### config.mk
export PLATFORM = sky130hd
export DESIGN_NAME = sprite_fetch_arbiter_flat
export DESIGN_NICKNAME = d
export VERILOG_FILES = /design/src/rtl/sprite_fetch_arbiter_pkg.sv /design/src/rtl/sprite_fetch_arbiter_if.sv /design/src/rtl/sprite_fetch_arbiter_spr_pattern_addr.sv /design/src/rtl/sprite_fetch_arbiter.sv /design/src/flat_wrapper.sv
export SDC_FILE = /design/constraint.sdc
export NUM_CORES = 1
export LEC_CHECK = 0
export BUFFER_PORTS_ARGS = -buffer_cell sky130_fd_sc_hd__buf_2
export CAP_MARGIN = 20
export CELL_PAD_IN_SITES_DETAIL_PLACEMENT = 1
export CELL_PAD_IN_SITES_GLOBAL_PLACEMENT = 1
export CORE_AREA = 2 2 94 78
export DETAILED_ROUTE_END_ITERATION = 6
export DIE_AREA = 0 0 96 80
export PLACE_DENSITY = 0.79
export SYNTH_ARGS = -nofsm -noshare
export SYNTH_HDL_FRONTEND = slang
export SYNTH_SLANG_ARGS = --single-unit
export TNS_END_PERCENT = 5
### constraint.sdc
create_clock -name clk -period 3.2 [get_ports clk]
set_input_delay 0.64 -clock clk [delete_from_list [all_inputs] [get_ports clk]]
set_output_delay 0.64 -clock clk [all_outputs]
set_load 0.02 [all_outputs]
### src/rtl/sprite_fetch_arbiter_pkg.sv
// rtl/sprite_fetch_arbiter_pkg.sv - shared types, constants and pattern-offset helper
package sprite_fetch_arbiter_pkg;

  localparam int                 VRAM_AW              = 13;
  localparam logic [VRAM_AW-1:0] SPR_TILE_BASE        = 13'h0000;
  localparam int                 MAX_SPRITES_PER_LINE = 10;
  localparam int                 DEF_READ_CYCLES      = 2;

  typedef enum logic [2:0] {
    IDLE,
    WAIT_BG,
    LO_RD,
    HI_RD,
    PUSH
  } fetch_state_e;

  // In 8x16 mode the row's upper half selects the odd tile of the pair.
  function automatic logic [11:0] pattern_offset(input logic [7:0] tile,
                                                 input logic [3:0] line,
                                                 input logic       obj16,
                                                 input logic       plane);
    logic [7:0] t;
    t = tile;
    if (obj16) t[0] = line[3];
    return {t, line[2:0], plane};
  endfunction

endpackage

### src/rtl/sprite_fetch_arbiter_if.sv
// rtl/sprite_fetch_arbiter_if.sv - sprite store / BG fetcher / VRAM mux bundle
interface sprite_fetch_arbiter_if;
  import sprite_fetch_arbiter_pkg::*;

  logic               line_start;
  logic               line_end;
  logic               spr_en;
  logic               obj_size;
  logic               spr_match;
  logic [3:0]         spr_slot;
  logic [7:0]         spr_tile;
  logic [3:0]         spr_line;
  logic               bg_tile_done;
  logic [7:0]         vram_rdata;
  logic               bg_stall;
  logic               spr_grant;
  logic               vram_rd;
  logic [VRAM_AW-1:0] vram_addr;
  logic [7:0]         spr_lo;
  logic [7:0]         spr_hi;
  logic               spr_valid;
  logic [3:0]         spr_done_slot;
  logic               clear_slot;
  logic [3:0]         spr_count;
  logic [8:0]         stall_cycles;

  modport master (
    input  line_start, line_end, spr_en, obj_size, spr_match, spr_slot, spr_tile,
           spr_line, bg_tile_done, vram_rdata,
    output bg_stall, spr_grant, vram_rd, vram_addr, spr_lo, spr_hi, spr_valid,
           spr_done_slot, clear_slot, spr_count, stall_cycles
  );

  modport slave (
    output line_start, line_end, spr_en, obj_size, spr_match, spr_slot, spr_tile,
           spr_line, bg_tile_done, vram_rdata,
    input  bg_stall, spr_grant, vram_rd, vram_addr, spr_lo, spr_hi, spr_valid,
           spr_done_slot, clear_slot, spr_count, stall_cycles
  );

endinterface

### src/rtl/sprite_fetch_arbiter_spr_pattern_addr.sv
// rtl/sprite_fetch_arbiter_spr_pattern_addr.sv - tile/row/plane to 13-bit pattern address
module spr_pattern_addr
  import sprite_fetch_arbiter_pkg::*;
#(
  parameter logic [VRAM_AW-1:0] TILE_BASE = SPR_TILE_BASE
) (
  input  logic [7:0]         tile_i,
  input  logic [3:0]         line_i,
  input  logic               obj16_i,
  input  logic               plane_i,
  output logic [VRAM_AW-1:0] addr_o
);

  assign addr_o = TILE_BASE + {1'b0, pattern_offset(tile_i, line_i, obj16_i, plane_i)};

endmodule

### src/rtl/sprite_fetch_arbiter.sv
// rtl/sprite_fetch_arbiter.sv - mode-3 VRAM scheduler between BG tile fetcher and sprite fetcher
module sprite_fetch_arbiter
  import sprite_fetch_arbiter_pkg::*;
#(
  parameter int                 READ_CYCLES = DEF_READ_CYCLES,
  parameter int                 MAX_SPRITES = MAX_SPRITES_PER_LINE,
  parameter logic [VRAM_AW-1:0] TILE_BASE   = SPR_TILE_BASE
) (
  input logic                    clk,
  input logic                    nreset_video,
  sprite_fetch_arbiter_if.master bus
);

  localparam logic [1:0] RD_LAST   = 2'(READ_CYCLES - 1);
  localparam logic [3:0] MAX_CNT   = 4'(MAX_SPRITES);
  localparam logic [8:0] STALL_MAX = 9'h1FF;

  fetch_state_e       state_q, state_d;
  logic [1:0]         rd_cnt_q, rd_cnt_d;
  logic [3:0]         slot_q, slot_d;
  logic [7:0]         tile_q, tile_d;
  logic [3:0]         line_q, line_d;
  logic               obj16_q, obj16_d;
  logic [7:0]         lo_q, lo_d;
  logic [7:0]         hi_q, hi_d;
  logic [3:0]         done_slot_q, done_slot_d;
  logic [3:0]         count_q, count_d;
  logic [8:0]         stall_q, stall_d;

  logic               reading;
  logic               rd_last;
  logic               in_push;
  logic               push_fire;
  logic               match_ok;
  logic               capture;
  logic [3:0]         count_eff;
  logic [VRAM_AW-1:0] pat_addr;

  assign reading   = (state_q == LO_RD) || (state_q == HI_RD);
  assign rd_last   = (rd_cnt_q == RD_LAST);
  assign in_push   = (state_q == PUSH);
  assign push_fire = in_push && !bus.line_end;
  assign count_eff = in_push ? count_q + 4'd1 : count_q;
  // The store keeps the just-fetched sprite matched until clear_slot lands,
  // so in PUSH that same slot must not be fetched a second time.
  assign match_ok  = bus.spr_match && bus.spr_en && (count_eff < MAX_CNT) &&
                     !(in_push && (bus.spr_slot == slot_q));

  spr_pattern_addr #(.TILE_BASE(TILE_BASE)) u_pattern_addr (
    .tile_i  (tile_q),
    .line_i  (line_q),
    .obj16_i (obj16_q),
    .plane_i (state_q == HI_RD),
    .addr_o  (pat_addr)
  );

  always_comb begin
    state_d     = state_q;
    rd_cnt_d    = rd_cnt_q;
    slot_d      = slot_q;
    tile_d      = tile_q;
    line_d      = line_q;
    obj16_d     = obj16_q;
    lo_d        = lo_q;
    hi_d        = hi_q;
    done_slot_d = done_slot_q;
    count_d     = count_q;
    stall_d     = stall_q;
    capture     = 1'b0;

    unique case (state_q)
      IDLE: begin
        if (match_ok) begin
          state_d = WAIT_BG;
          capture = 1'b1;
        end
      end
      WAIT_BG: begin
        if (bus.bg_tile_done) begin
          state_d  = LO_RD;
          rd_cnt_d = '0;
        end
      end
      LO_RD: begin
        if (rd_last) begin
          lo_d     = bus.vram_rdata;
          state_d  = HI_RD;
          rd_cnt_d = '0;
        end else begin
          rd_cnt_d = rd_cnt_q + 2'd1;
        end
      end
      HI_RD: begin
        if (rd_last) begin
          hi_d        = bus.vram_rdata;
          done_slot_d = slot_q;
          state_d     = PUSH;
          rd_cnt_d    = '0;
        end else begin
          rd_cnt_d = rd_cnt_q + 2'd1;
        end
      end
      PUSH: begin
        // The BG tile is already in the FIFO, so a chained sprite skips WAIT_BG.
        if (match_ok) begin
          state_d  = LO_RD;
          rd_cnt_d = '0;
          capture  = 1'b1;
        end else begin
          state_d = IDLE;
        end
      end
      default: state_d = IDLE;
    endcase

    if (capture) begin
      slot_d  = bus.spr_slot;
      tile_d  = bus.spr_tile;
      line_d  = bus.spr_line;
      obj16_d = bus.obj_size;
    end

    if (bus.line_end) begin
      state_d     = IDLE;
      rd_cnt_d    = '0;
      lo_d        = lo_q;
      hi_d        = hi_q;
      done_slot_d = done_slot_q;
    end

    if (push_fire && (count_q < MAX_CNT)) count_d = count_q + 4'd1;
    if ((state_q != IDLE) && (stall_q != STALL_MAX)) stall_d = stall_q + 9'd1;

    if (bus.line_start) begin
      count_d = '0;
      stall_d = '0;
    end
  end

  always_ff @(posedge clk or negedge nreset_video) begin
    if (!nreset_video) begin
      state_q     <= IDLE;
      rd_cnt_q    <= '0;
      slot_q      <= '0;
      tile_q      <= '0;
      line_q      <= '0;
      obj16_q     <= 1'b0;
      lo_q        <= '0;
      hi_q        <= '0;
      done_slot_q <= '0;
      count_q     <= '0;
      stall_q     <= '0;
    end else begin
      state_q     <= state_d;
      rd_cnt_q    <= rd_cnt_d;
      slot_q      <= slot_d;
      tile_q      <= tile_d;
      line_q      <= line_d;
      obj16_q     <= obj16_d;
      lo_q        <= lo_d;
      hi_q        <= hi_d;
      done_slot_q <= done_slot_d;
      count_q     <= count_d;
      stall_q     <= stall_d;
    end
  end

  assign bus.bg_stall      = (state_q != IDLE);
  assign bus.spr_grant     = reading;
  assign bus.vram_rd       = reading;
  assign bus.vram_addr     = reading ? pat_addr : '0;
  assign bus.spr_lo        = lo_q;
  assign bus.spr_hi        = hi_q;
  assign bus.spr_valid     = push_fire;
  assign bus.clear_slot    = push_fire;
  assign bus.spr_done_slot = done_slot_q;
  assign bus.spr_count     = count_q;
  assign bus.stall_cycles  = stall_q;

endmodule

### src/flat_wrapper.sv
// flat-port wrapper written by rule: the top's interface ports become plain ports
module sprite_fetch_arbiter_flat import sprite_fetch_arbiter_pkg::*;
#(
  parameter int                 READ_CYCLES = DEF_READ_CYCLES,
  parameter int                 MAX_SPRITES = MAX_SPRITES_PER_LINE,
  parameter logic [VRAM_AW-1:0] TILE_BASE   = SPR_TILE_BASE
)
  (clk, nreset_video, bus_line_start, bus_line_end, bus_spr_en, bus_obj_size, bus_spr_match, bus_spr_slot, bus_spr_tile, bus_spr_line, bus_bg_tile_done, bus_vram_rdata, bus_bg_stall, bus_spr_grant, bus_vram_rd, bus_vram_addr, bus_spr_lo, bus_spr_hi, bus_spr_valid, bus_spr_done_slot, bus_clear_slot, bus_spr_count, bus_stall_cycles);
  sprite_fetch_arbiter_if bus_i ();
  input logic clk;
  input logic nreset_video;
  input wire logic [$bits(bus_i.line_start)-1:0] bus_line_start;
  input wire logic [$bits(bus_i.line_end)-1:0] bus_line_end;
  input wire logic [$bits(bus_i.spr_en)-1:0] bus_spr_en;
  input wire logic [$bits(bus_i.obj_size)-1:0] bus_obj_size;
  input wire logic [$bits(bus_i.spr_match)-1:0] bus_spr_match;
  input wire logic [$bits(bus_i.spr_slot)-1:0] bus_spr_slot;
  input wire logic [$bits(bus_i.spr_tile)-1:0] bus_spr_tile;
  input wire logic [$bits(bus_i.spr_line)-1:0] bus_spr_line;
  input wire logic [$bits(bus_i.bg_tile_done)-1:0] bus_bg_tile_done;
  input wire logic [$bits(bus_i.vram_rdata)-1:0] bus_vram_rdata;
  output wire logic [$bits(bus_i.bg_stall)-1:0] bus_bg_stall;
  output wire logic [$bits(bus_i.spr_grant)-1:0] bus_spr_grant;
  output wire logic [$bits(bus_i.vram_rd)-1:0] bus_vram_rd;
  output wire logic [$bits(bus_i.vram_addr)-1:0] bus_vram_addr;
  output wire logic [$bits(bus_i.spr_lo)-1:0] bus_spr_lo;
  output wire logic [$bits(bus_i.spr_hi)-1:0] bus_spr_hi;
  output wire logic [$bits(bus_i.spr_valid)-1:0] bus_spr_valid;
  output wire logic [$bits(bus_i.spr_done_slot)-1:0] bus_spr_done_slot;
  output wire logic [$bits(bus_i.clear_slot)-1:0] bus_clear_slot;
  output wire logic [$bits(bus_i.spr_count)-1:0] bus_spr_count;
  output wire logic [$bits(bus_i.stall_cycles)-1:0] bus_stall_cycles;
  assign bus_i.line_start = bus_line_start;
  assign bus_i.line_end = bus_line_end;
  assign bus_i.spr_en = bus_spr_en;
  assign bus_i.obj_size = bus_obj_size;
  assign bus_i.spr_match = bus_spr_match;
  assign bus_i.spr_slot = bus_spr_slot;
  assign bus_i.spr_tile = bus_spr_tile;
  assign bus_i.spr_line = bus_spr_line;
  assign bus_i.bg_tile_done = bus_bg_tile_done;
  assign bus_i.vram_rdata = bus_vram_rdata;
  assign bus_bg_stall = bus_i.bg_stall;
  assign bus_spr_grant = bus_i.spr_grant;
  assign bus_vram_rd = bus_i.vram_rd;
  assign bus_vram_addr = bus_i.vram_addr;
  assign bus_spr_lo = bus_i.spr_lo;
  assign bus_spr_hi = bus_i.spr_hi;
  assign bus_spr_valid = bus_i.spr_valid;
  assign bus_spr_done_slot = bus_i.spr_done_slot;
  assign bus_clear_slot = bus_i.clear_slot;
  assign bus_spr_count = bus_i.spr_count;
  assign bus_stall_cycles = bus_i.stall_cycles;
  sprite_fetch_arbiter #(.READ_CYCLES(READ_CYCLES), .MAX_SPRITES(MAX_SPRITES), .TILE_BASE(TILE_BASE)) u_core (.clk(clk), .nreset_video(nreset_video), .bus(bus_i));
endmodule
Word-level counts from Yosys, hierarchy flattened. Cells that the tools add are included.

Bits in registers: 55. Output and inout bits: 51. Word-level logic and storage cells: 71.

Add/sub/neg operators: 3. $lt $le $gt $ge: 2. Equality and inequality tests: 12. Multiplexer cells: 21. Bitwise logic cells: 1. Reduce and logical (&&, ||, !) cells: 21.

Operators by type and width (number): 9-bit 2-to-1 mux (2); 3-bit 2-to-1 mux (5); 3-bit one-hot mux with 5 select lines (1); 12-bit 2-to-1 mux (1); 4-bit 2-to-1 mux (3); 2-bit 2-to-1 mux (5); 9-bit by 1-bit adder with 9-bit output, second input constant (1); 3-bit by 2-bit inequality test with 1-bit output, second input constant (3); 9-bit inequality test, second input constant (1); 3-bit AND reduction (3); 4-bit < comparator, second input constant (2); 1-bit logical AND (7); 3-bit by 2-bit equality test with 1-bit output, second input constant (2); 3-bit inequality test, second input constant (2); 2-bit one-hot mux with 3 select lines (1); 4-bit by 1-bit adder with 4-bit output, second input constant (1); 4-bit equality test (1); 4-bit AND reduction (1); 2-bit nonzero test (2); 4-bit nonzero test (1); 2-bit OR reduction (2); 3-bit by 1-bit equality test with 1-bit output, second input constant (1); 3-bit equality test, second input constant (1); 3-bit logical NOT (1); other kinds (7) (10).

Depth between registers and ports, before layout. Gate-level depths: netlist (run 1).

Word-level depth: 8. Depth in mapped cells: 8.

Hierarchy. A second synthesis (run 1) with hierarchy kept.

Cell total of the unflattened synthesis: 214. Area, all modules: 2663.8 sq um.

By module, submodules not included: sprite_fetch_arbiter (instances 1, cells each 200, area each 2555.0 sq um, sequential area each 1376.3 sq um); spr_pattern_addr (instances 1, cells each 14, area each 108.9 sq um, sequential area each 0.0 sq um).

Worst setup path before layout (run 1). OpenSTA, ideal clock, no wires.

Path type: register -> register. Start: reg u_core.stall_q[2] (netlist: u_core.bus.stall_cycles[2]). End: reg u_core.stall_q[7] (netlist: u_core.bus.stall_cycles[7]). Arrival: 1.975 ns. Data required time: 3.122 ns. Slack: 1.147 ns. Stages on the path, launching flop included: 9. Buffers on the path: 1. Period minus slack after synthesis: 2.053 ns. Cell sequence: dfrtp_1 -> and3_1 -> nand3_1 -> nor2_1 -> ha_1 -> clkbuf_1 -> or3_1 -> or3_1 -> a21oi_1.

Cells in the longest elaborated chain, start to end: 3.

Ends and longest elaborated chain: start: declaration (RTL line sprite_fetch_arbiter.sv:28) `logic [8:0] stall_q, stall_d;`; start signal: assignment (RTL line sprite_fetch_arbiter.sv:164) `stall_q <= stall_d;`; 9-bit by 1-bit adder with 9-bit output or 9-bit inequality test (tied branches) (RTL line sprite_fetch_arbiter.sv:132) `if ((state_q != IDLE) && (stall_q != STALL_MAX)) stall_d = stall_q + 9'd1;`; 9-bit 2-to-1 mux or 1-bit logical AND (tied branches) (RTL line sprite_fetch_arbiter.sv:132); 9-bit 2-to-1 mux or 2-bit nonzero test (tied branches).

Several ways; a longest one is shown, not always the timed one. The select of a mux whose other input is x is not followed. A chain may end at the register's enable or synchronous reset.

Final worst setup path (run 1).
Start: reg u_core.state_q[2]. End: out bus_vram_addr[0].

Cells in the longest elaborated chain, start to end: 3.

Ends and longest elaborated chain: start: declaration (RTL line sprite_fetch_arbiter.sv:18) `fetch_state_e state_q, state_d;`; start signal: assignment (RTL line sprite_fetch_arbiter.sv:154) `state_q <= state_d;`; 3-bit by 2-bit equality test with 1-bit output (on tied branches) (RTL line sprite_fetch_arbiter.sv:39, sprite_fetch_arbiter.sv:53); 1-bit logical OR (RTL line sprite_fetch_arbiter.sv:39) `assign reading = (state_q == LO_RD) || (state_q == HI_RD);`; 12-bit 2-to-1 mux (*) (RTL line sprite_fetch_arbiter.sv:171) `assign bus.vram_addr = reading ? pat_addr : '0;`; end: declaration (RTL line flat_wrapper.sv:25) `output wire logic [$bits(bus_i.vram_addr)-1:0] bus_vram_addr;`.

Every way passes the cells marked *; elsewhere a longest branch is shown, timed or not.

==> results of run 1 <==
==> through the flow <==
stage               utilization, %  setup slack, ps  hold WS, ps
CTS                           48.3              787          484
global placement              46.8             1080          485
global route                  48.3              678          484
detailed placement            46.8             1050          487
finish                        48.3              821          440
floorplan                        -             1150          344
==> final timing paths <==
path                                             from                    endpoint  slack [ps]  cells past startpoint
max in group asynchronous                nreset_video           u_core.state_q[0]        2300                      2
max                                 u_core.state_q[2]            bus_vram_addr[0]         820                      3
min                                      nreset_video  u_core.bus.stall_cycles[5]         440                      2
min reg2reg                      u_core.bus.spr_lo[2]        u_core.bus.spr_lo[2]         520                      1
min in group clk                 u_core.bus.spr_lo[2]        u_core.bus.spr_lo[2]         520                      1
max reg2reg                u_core.bus.stall_cycles[2]  u_core.bus.stall_cycles[7]        1130                      7
==> worst max-delay path: cells and delay by family, from the launching register on <==
| family | cells | cell delay [ps] |
|---|---|---|
| and+or+nand+nor | 2 | 750 |
| DFF | 1 | 520 |
| buffers and inverters | 1 | 160 |
==> registers in the layout, summed over array words and instances, names as in the netlist, 2 cells and up <==
signal,count
u_core.bus.spr_hi,8
u_core.slot_q,4
u_core.bus.spr_done_slot,4
u_core.bus.spr_lo,8
u_core.tile_q,8
u_core.bus.spr_count,4
u_core.rd_cnt_q,2
u_core.bus.stall_cycles,9
u_core.line_q,4
u_core.state_q,3
==> per-layer routing <==
layer	vias to the layer above	share of wire [%]
met4	0	0.78
met2	45	49
li1	1014	-
met3	4	4.8
met1	1053	45
met5	-	0
==> cell type report <==
class                           count  area (sq um)
Fill cell                         777          3470
Sequential cell                    55          1380
Multi-Input combinational cell    172          1230
Inverter                            4          15.0
Clock buffer                        8           100
Tap cell                           87           109
Timing Repair Buffer               83           420
==> cells in the mapped netlist, types with 3 or more instances <==
library cell	count	area, sq um
o22ai_1	18	113
clkbuf_1	3	11.3
a21oi_1	7	35.0
nor2_1	14	52.6
dfrtp_1	55	1380
o21ai_0	5	25.0
buf_6	4	45.0
mux2_4	9	135
and2_1	10	62.6
buf_4	7	52.6
nand3_1	22	110
xor2_1	5	43.8
nand2_1	25	93.8
xnor2_1	10	87.6
inv_1	4	15.0
nor4b_1	5	43.8
buf_2	3	15.0
ha_1	3	37.5
mux2_2	11	124
==> cell families (layout without fill, tap and decap cells) <==
| logic type | after synthesis | after routing |
|---|---|---|
| flip-flops | 55 | 55 |
| other | 1 | 1 |
| buffers and inverters | 22 | 95 |
| XOR/XNOR | 15 | 15 |
| multiplexers | 21 | 21 |
| AO/OA/AOI/OAI | 37 | 37 |
| AND/OR/NAND/NOR | 95 | 95 |
| adder cells (fa/ha/maj) | 3 | 3 |
==> where the power goes <==
part / switching [mW] / internal (mW) / total (mW)
registers: 0.0528 / 0.764 / 0.817
clock network: 0.221 / 0.198 / 0.419
logic: 0.152 / 0.112 / 0.265
==> results.toml, run 1 <==
[yosys]
postSynth.asyncResetShare_pct = 100
synth_seq_area_share_pct = 49.8
synth_area_sq_um = 2760
avgSynthCellArea_sq_um = 11.1
ys_ff_latch = 55
synth-simple-area-share_pct = 19.6
synth_compound_area_share_pct = 8.88
synthAdderAreaFrac_pct = 1.36
ys.flop_type = "dfrtp_1"
synth_top_family_by_area = "simple AND/OR/NAND/NOR gates"
synth_cell_type_count = 44
synth_xor_area_share_pct = 4.76
synth_edf_count = 0
yosysWarnings = 0
mappedNetlistNets = 284
synthCells = 249
synth.mux.area_fraction_pct = 9.74

[route]
initialDrtViolationCount = 68
vias = 2116
viasPerCell = 5.17
ant_nets = 0
drt-pass1-iter-count = 3
drc = 0
avgRoutedWirePerCell_um = 16.3
routed_wl_mm = 6.69

[layout]
layout_commonest_cell = "buf_2"
layout.cells.non_filler = 409
num_antenna_cells = 0
syn_to_final_growth_pct = 17.6
drive_gt1_share_pct = 37.3
final_cell_mix = "buf_2 (81), dfrtp_1 (55), nand2_1 (25), nand3_1 (22), o22ai_1 (18)"
final_net_count = 356
final_area_sq_um = 3250

[worst_setup_path]
cp_slowest_cell = "dfrtp_1"
crit_type = "reg -> out"
start_kind = "register"
path_cells = "and2b_1 > and2_4 > buf_2"
worstPathRequired_ps = 2560
critPathMaxStageDelay_ps = 520
worst_setup_path_end_kind = "primary output"
arrival_ps = 1740
path_max_fanout = 15

[clocking]
cts_buffers = 5
ctsHoldBuffers = 0
cts.sinks = 55
cts_setup_buffers = 0
h-tree-depth = 2
cts_tree = "built"
path_clk_slew_ps = 90
clockRootBuffer = "clkbuf_8"
cts_buffer_depth = 2
cts-resized-gates = 0
insertion_delay_ps = 310

[grt]
grt_pass1_vias = 2152
grt_max_degree = 56
grt_pass1_wl_mm = 10.9
antenna_found_initial = 0
gr-usage-met3_pct = 5.00
grt_util_met1_pct = 25.6
met2_usage_pct = 28.5
grt_overflow = 0
top_usage_layer = "met2"
track_usage_pct = 18.4

[place]
routabilityCongestion = 0.763
placed_cells = 401
hpwl_mm = 4.89
io_buffer_count = 81
placed_cell_area_sq_um = 3150

[sta]
worst_pin_slew_ps = 763
relSlewSlack_pct = 49.2
setup_viol = 0
finClkSkew_ps = 2.73
tns_ps = 0
max_freq_ghz = 0.420
grt_setup_unrepaired = "false"
period_minus_slack_ps = 2380
hold_viol = 0
period_share_pct = 74.4
maxSlewViolCount = 0

[job]
max_cap_violations = 0

[floorplanning]
start_util_pct = 41.1
io_pins = 83
core_area_sq_um = 6720
die_y_um = 80
die_x_um = 96
die_area_sq_um = 7680
std_cell_rows = 27

[power_and_ir_drop]
total_leakage_power_nw = 1.71
p_per_area_nw_per_um2 = 462
finalPower_mw = 1.50
ir_worst_vdd_mv = 0.175

[status]
outcome = "completed"

[worst_hold_path]
hp-class = "in -> async"
Power figures use the tool's default switching activity.
==> run 2, diff against run 1 <==
--- a/config.mk
+++ b/config.mk
@@ -9,10 +9,10 @@
 export CAP_MARGIN = 20
 export CELL_PAD_IN_SITES_DETAIL_PLACEMENT = 1
 export CELL_PAD_IN_SITES_GLOBAL_PLACEMENT = 1
-export CORE_AREA = 2 2 94 78
+export CORE_AREA = 2 2 101 84
 export DETAILED_ROUTE_END_ITERATION = 6
-export DIE_AREA = 0 0 96 80
-export PLACE_DENSITY = 0.79
+export DIE_AREA = 0 0 103 86
+export PLACE_DENSITY = 0.72
 export SYNTH_ARGS = -nofsm -noshare
 export SYNTH_HDL_FRONTEND = slang
 export SYNTH_SLANG_ARGS = --single-unit
==> constraint.sdc (replaced) <==
create_clock -name clk -period 1.9 [get_ports clk]
set_input_delay 0.38 -clock clk [delete_from_list [all_inputs] [get_ports clk]]
set_output_delay 0.38 -clock clk [all_outputs]
set_load 0.02 [all_outputs]
==> run 2 against run 1 <==
Routed wire length up 5.5%. Clock skew increased by 14 ps. Largest power group unchanged. Design area up 6.4%. Largest cell class unchanged. Clock-buffer cell count shrank 2. Combinational power grew 81%. Total power is 78% higher.
==> results.toml, run 2 (synthesis results as in run 1) <==
[worst_setup_path]
critPathMaxStageDelay_ps = 440
path_max_fanout = 9
r2r_slack_ps = 30
crit_family = "simple AND/OR/NAND/NOR gates"
r2r-end = "u_core.bus.stall_cycles[7]"
worstPathRequired_ps = 2140
r2r.worst_path.cells = 7
critical_path_buf_inv_count = 0
cp_slowest_cell = "dfrtp_2"
crit_type = "reg -> reg"
worst_setup_path_end_kind = "register"
arrival_ps = 2110
start_kind = "register"
r2r-start = "u_core.bus.stall_cycles[4]"
path_cells = "and3_4 > nand3_2 > nor2_1 > ha_4 > or3_1 > or3_4 > a21oi_2"
startpoint = "u_core.bus.stall_cycles[4]"

[power_and_ir_drop]
p_per_area_nw_per_um2 = 771
total_leakage_power_nw = 1.77
ir_worst_vdd_mv = 0.325

[route]
drt-pass1-iter-count = 4
avgRoutedWirePerCell_um = 15.9
vias = 2196
ant_nets = 0
drc = 0
viasPerCell = 4.96
routed_wl_mm = 7.06
initialDrtViolationCount = 68

[grt]
grt_pass1_vias = 2316
grt_pass1_wl_mm = 11.5
track_usage_pct = 16.5
grt_max_degree = 36
antenna_found_initial = 0
grt_overflow = 0

[layout]
num_antenna_cells = 0
final_net_count = 369
n_fill_cell = 910
final_area_sq_um = 3460
syn_to_final_growth_pct = 25.1
drive_gt1_share_pct = 44.2
largest_reg_flops = 9
final_cell_mix = "buf_2 (80), dfrtp_1 (48), nand2_1 (25), nand3_1 (21), o22ai_1 (18)"
utilization_pct = 44.5
layout_commonest_cell = "buf_2"

[sta]
hold_viol = 0
maxSlewViolCount = 0
grt_setup_unrepaired = "true"
period_minus_slack_ps = 1870
finClkSkew_ps = 17.1
tns_ps = 0
relSlewSlack_pct = 65.7
period_share_pct = 98.3
setup_viol = 0
max_freq_ghz = 0.535
worst_pin_slew_ps = 514

[clocking]
insertion_delay_ps = 310
h-tree-depth = 2
path_clk_slew_ps = 90
cts_buffer_depth = 2
cts.sinks = 55
cts_tree = "built"
cts_buffers = 5
clockRootBuffer = "clkbuf_8"

[place]
placed_cell_area_sq_um = 3290
io_buffer_count = 81
routabilityCongestion = 0.782
hpwl_mm = 5.07

[floorplanning]
std_cell_rows = 29
die_area_sq_um = 8860
core_area_sq_um = 7760
io_pins = 83
start_util_pct = 35.6
die_x_um = 103
die_y_um = 86

[worst_hold_path]
hp-class = "in -> async"

[job]
max_cap_violations = 0

[status]
outcome = "completed"
[run 2: cell count changes in the layout (fill, tap and decap cells not counted), moves of 2 or more]
cell,change
dfrtp_2,+7
dfrtp_1,-7
ha_1,-2
buf_4,+13
[run 2: how the worst max path moves through the flow]
stage / endpoint / slack [ps] / depth (start not counted)
after floorplan: u_core.bus.stall_cycles[7] / 30 / 8
after global placement: u_core.bus.stall_cycles[7] / 60 / 7
after detailed placement: u_core.line_q[1] / -70 / 5
after CTS: bus_clear_slot / 3 / 3
after global routing: u_core.bus.stall_cycles[7] / -30 / 7
final: u_core.bus.stall_cycles[7] / 30 / 7
[run 2: repair_timing]
item	in CTS	in global routing
endpoints found under the setup margin	19	32
gates cloned	0	0
hold buffers	0	0
buffers inserted	1	1
pin swaps	1	1
hold endpoints to repair	0	0
gates resized for setup	2	8
[run 2: through the flow]
| step | worst slack [ps] | cells | power (mW) | hold slack [ps] |
|---|---|---|---|---|
| after detailed placement | -65.0 | 433 | 1.86 | 379 |
| after floorplan | 28.4 | 249 | 1.68 | 84.4 |
| final | 32.5 | 443 | 2.67 | 26.3 |
| after global placement | 64.0 | 433 | 1.84 | 377 |
| after global routing | -26.3 | 443 | 2.80 | 49.1 |
| after CTS | 3.22 | 442 | 2.70 | 35.0 |
[run 2: area by class of cell]
type	count	area [sq um]	share of cell area, %
Tap cell	108	135	3.91
Sequential cell	55	1390	40.1
Timing Repair Buffer	96	533	15.4
Multi-Input combinational cell	172	1270	36.8
Clock inverter	2	35.0	1.01
Inverter	4	15.0	0.434
Clock buffer	6	82.6	2.39
[run 2: layer usage]
| layer | track usage [%] | wire, um |
|---|---|---|
| met1 | 21.4 | 3080 |
| met2 | 27.7 | 3530 |
| met3 | 3.67 | 373 |
| met4 | 4.67 | 78 |
| met5 | 0 | 0 |
[run 2: report_power, final]
| group | switching (mW) | internal, mW |
|---|---|---|
| clock network | 0.391 | 0.427 |
| logic | 0.271 | 0.208 |
| registers | 0.0807 | 1.29 |
==> run 3, diff against run 2 <==
--- a/config.mk
+++ b/config.mk
@@ -5,13 +5,14 @@
 export SDC_FILE = /design/constraint.sdc
 export NUM_CORES = 1
 export LEC_CHECK = 0
+export ABC_AREA = 1
 export BUFFER_PORTS_ARGS = -buffer_cell sky130_fd_sc_hd__buf_2
 export CAP_MARGIN = 20
 export CELL_PAD_IN_SITES_DETAIL_PLACEMENT = 1
 export CELL_PAD_IN_SITES_GLOBAL_PLACEMENT = 1
-export CORE_AREA = 2 2 101 84
+export CORE_AREA = 2 2 105 86
 export DETAILED_ROUTE_END_ITERATION = 6
-export DIE_AREA = 0 0 103 86
+export DIE_AREA = 0 0 107 88
 export PLACE_DENSITY = 0.72
 export SYNTH_ARGS = -nofsm -noshare
 export SYNTH_HDL_FRONTEND = slang
==> run 3 against run 2 <==
The run now ends with setup timing left. Clock power decreased by 23%. Worst setup slack got worse by 35 ps. Utilization decreased by 2.8 points. Routed wire length increased by 2.1%. Clock skew decreased by 12 ps. Worst hold slack improved by 24 ps. Die area increased by 6.3%. First-iteration DRC count increased by 24%. Non-clock buffer count decreased by 2. Largest cell class unchanged. Sequential power increased by 22%. Design area increased by 0.98%.
==> results.toml, run 3 <==
[status]
outcome = "complete, but fails checks"
violations = "setup timing"

[yosys]
yosysTopAreaCell = "dfrtp_1"
synth_edf_count = 0
avgSynthCellArea_sq_um = 8.55
ys.flop_type = "dfrtp_1"
synth_area_sq_um = 2780
synth_area_leaders = "dfrtp_1 (50%), nand2_1 (9.7%), inv_1 (6.6%)"
synthCells = 325
postSynth.asyncResetShare_pct = 100
synth_common_cells = "nand2_1 (72), dfrtp_1 (55), inv_1 (49)"
synth_seq_area_share_pct = 49.5
yosysWarnings = 0
synth_cell_type_count = 34
netlist.area_leader.share_pct = 49.5
ys_ff_latch = 55
synth_most_common_cell = "nand2_1"
mappedNetlistNets = 360

[worst_setup_path]
worst_setup_path_end_kind = "primary output"
path_max_fanout = 6
start_kind = "register"
worstPathRequired_ps = 1520
arrival_ps = 1520
crit_type = "reg -> out"
r2r-start = "u_core.bus.stall_cycles[0]"
r2r.worst_path.cells = 12
r2r_slack_ps = 130
r2r-end = "u_core.bus.stall_cycles[7]"

[layout]
n_fill_cell = 1052
final_area_sq_um = 3490
multi_input_area_sq_um = 1130
largest_reg_flops = 9
layout_commonest_cell = "nand2_1"
utilization_pct = 41.7
final_cell_mix = "nand2_1 (72), buf_2 (69), dfrtp_1 (53), inv_1 (48), nor2_1 (28)"
layout.cells.non_filler = 529
seqCellArea_sq_um = 1380
drive_gt1_share_pct = 35.7
num_antenna_cells = 0
final_net_count = 451
syn_to_final_growth_pct = 25.6

[clocking]
cts_buffers = 5
h-tree-depth = 2
ctsHoldBuffers = 0
cts_buffer_depth = 2
insertion_delay_ps = 300
path_clk_slew_ps = 90
clockRootBuffer = "clkbuf_8"
cts_tree = "built"
cts.sinks = 55

[sta]
tns_ps = -6.85
hold_viol = 0
max_freq_ghz = 0.526
layout_setup_ws_ps = -2.91
period_share_pct = 100
grt_setup_unrepaired = "true"
maxSlewViolCount = 0
period_minus_slack_ps = 1900
finClkSkew_ps = 5.44
setup_viol = 3

[power_and_ir_drop]
total_leakage_power_nw = 1.87
ir_worst_vdd_mv = 0.453
p_per_area_nw_per_um2 = 1160

[route]
vias = 2408
drc = 0
routed_wl_mm = 7.20
wl_met1_mm = 3.28
drt-pass1-iter-count = 4
highest_layer = "met4"
dr_wl_met3_um = 329
avgRoutedWirePerCell_um = 13.6
ant_nets = 0
initialDrtViolationCount = 84
viasPerCell = 4.55
wl_met2_mm = 3.55

[job]
max_cap_violations = 0

[place]
routabilityCongestion = 0.790
io_buffer_count = 81
placed_cells = 513
placed_cell_area_sq_um = 3290
hpwl_mm = 5.12

[grt]
grt_overflow = 0
grt_max_degree = 56
grt_pass1_vias = 2463
track_usage_pct = 15.7
grt_pass1_wl_mm = 11.7
antenna_found_initial = 0

[floorplanning]
die_y_um = 88
std_cell_rows = 30
start_util_pct = 33.2
io_pins = 83
die_area_sq_um = 9420
core_area_sq_um = 8370
die_x_um = 107

[worst_hold_path]
hp-class = "in -> async"
[run 3: cell types whose count changed after synthesis, moves of 10 or more]
cell     change
mux2_2      -11
o21ai_0     +12
nor2_1      +15
xnor2_1     -10
o21ai_2     +18
o22ai_1     -17
nand2_2     +12
inv_1       +45
nand2_1     +47
[run 3: how the worst max path moves through the flow]
| stage | startpoint | end | slack (ps) | depth (start not counted) |
|---|---|---|---|---|
| final | u_core.state_q[2] | bus_vram_addr[2] | -3 | 4 |
| after global routing | u_core.state_q[2] | bus_vram_addr[6] | -100 | 4 |
| after CTS | u_core.state_q[1] | bus_vram_addr[8] | 0.2 | 5 |
| after detailed placement | u_core.bus.stall_cycles[0] | u_core.bus.stall_cycles[7] | 50 | 12 |
| after global placement | u_core.bus.stall_cycles[0] | u_core.bus.stall_cycles[7] | 150 | 12 |
| after floorplan | u_core.bus.stall_cycles[0] | u_core.bus.stall_cycles[7] | 110 | 12 |
[run 3: critical path, cell delays in order (launching register included)]
cell and delay (ps):
dfrtp_2 440, nor2_4 250, clkinvlp_4 240, nor2_1 140, buf_4 150
[run 3: cell type report]
| type | instances | area share, % |
|---|---|---|
| Sequential cell | 55 | 39.5 |
| Multi-Input combinational cell | 209 | 32.5 |
| Timing Repair Buffer | 94 | 16.0 |
| Inverter | 50 | 5.48 |
| Tap cell | 112 | 4.01 |
| Clock buffer | 7 | 2.19 |
| Timing Repair inverter | 1 | 0.215 |
| Clock inverter | 1 | 0.143 |
[run 3: what timing repair did]
item / 4_1_cts / 5_1_grt
buffers inserted: 4 / 3
pin swaps: 1 / 2
cloned: 1 / 0
gates resized for setup: 7 / 15
endpoints found under the setup margin: 10 / 17
[run 3: metal layers]
metal | track usage [%] | vias up
met5 | 0 | -
met4 | 3.19 | 0
met3 | 3.65 | 5
met2 | 27.7 | 43
met1 | 20.0 | 1160
li1 | - | 1200
[run 3: through the flow]
stage | hold slack (ps) | power, mW | worst slack, ps
3_3_place_gp | 406 | 3.28 | 153
6_report | 49.9 | 4.05 | -2.91
4_1_cts | 65.9 | 4.05 | 0.153
3_5_place_dp | 406 | 3.33 | 50.2
2_1_floorplan | 84.4 | 2.84 | 114
5_1_grt | 73.0 | 4.37 | -100
[run 3: cell families after synthesis]
family,share of synthesized area (%)
DFF,49.5
AOI/OAI and AO/OA,13.4
buffers and inverters,10.6
and+or+nand+nor,25.0
adders and majority gates,1.35
other,0.135
[run 3: report_power, final]
group / switching (mW) / internal, mW
Clock: 0.373 / 0.260
Combinational: 1.12 / 0.623
Sequential: 0.165 / 1.51
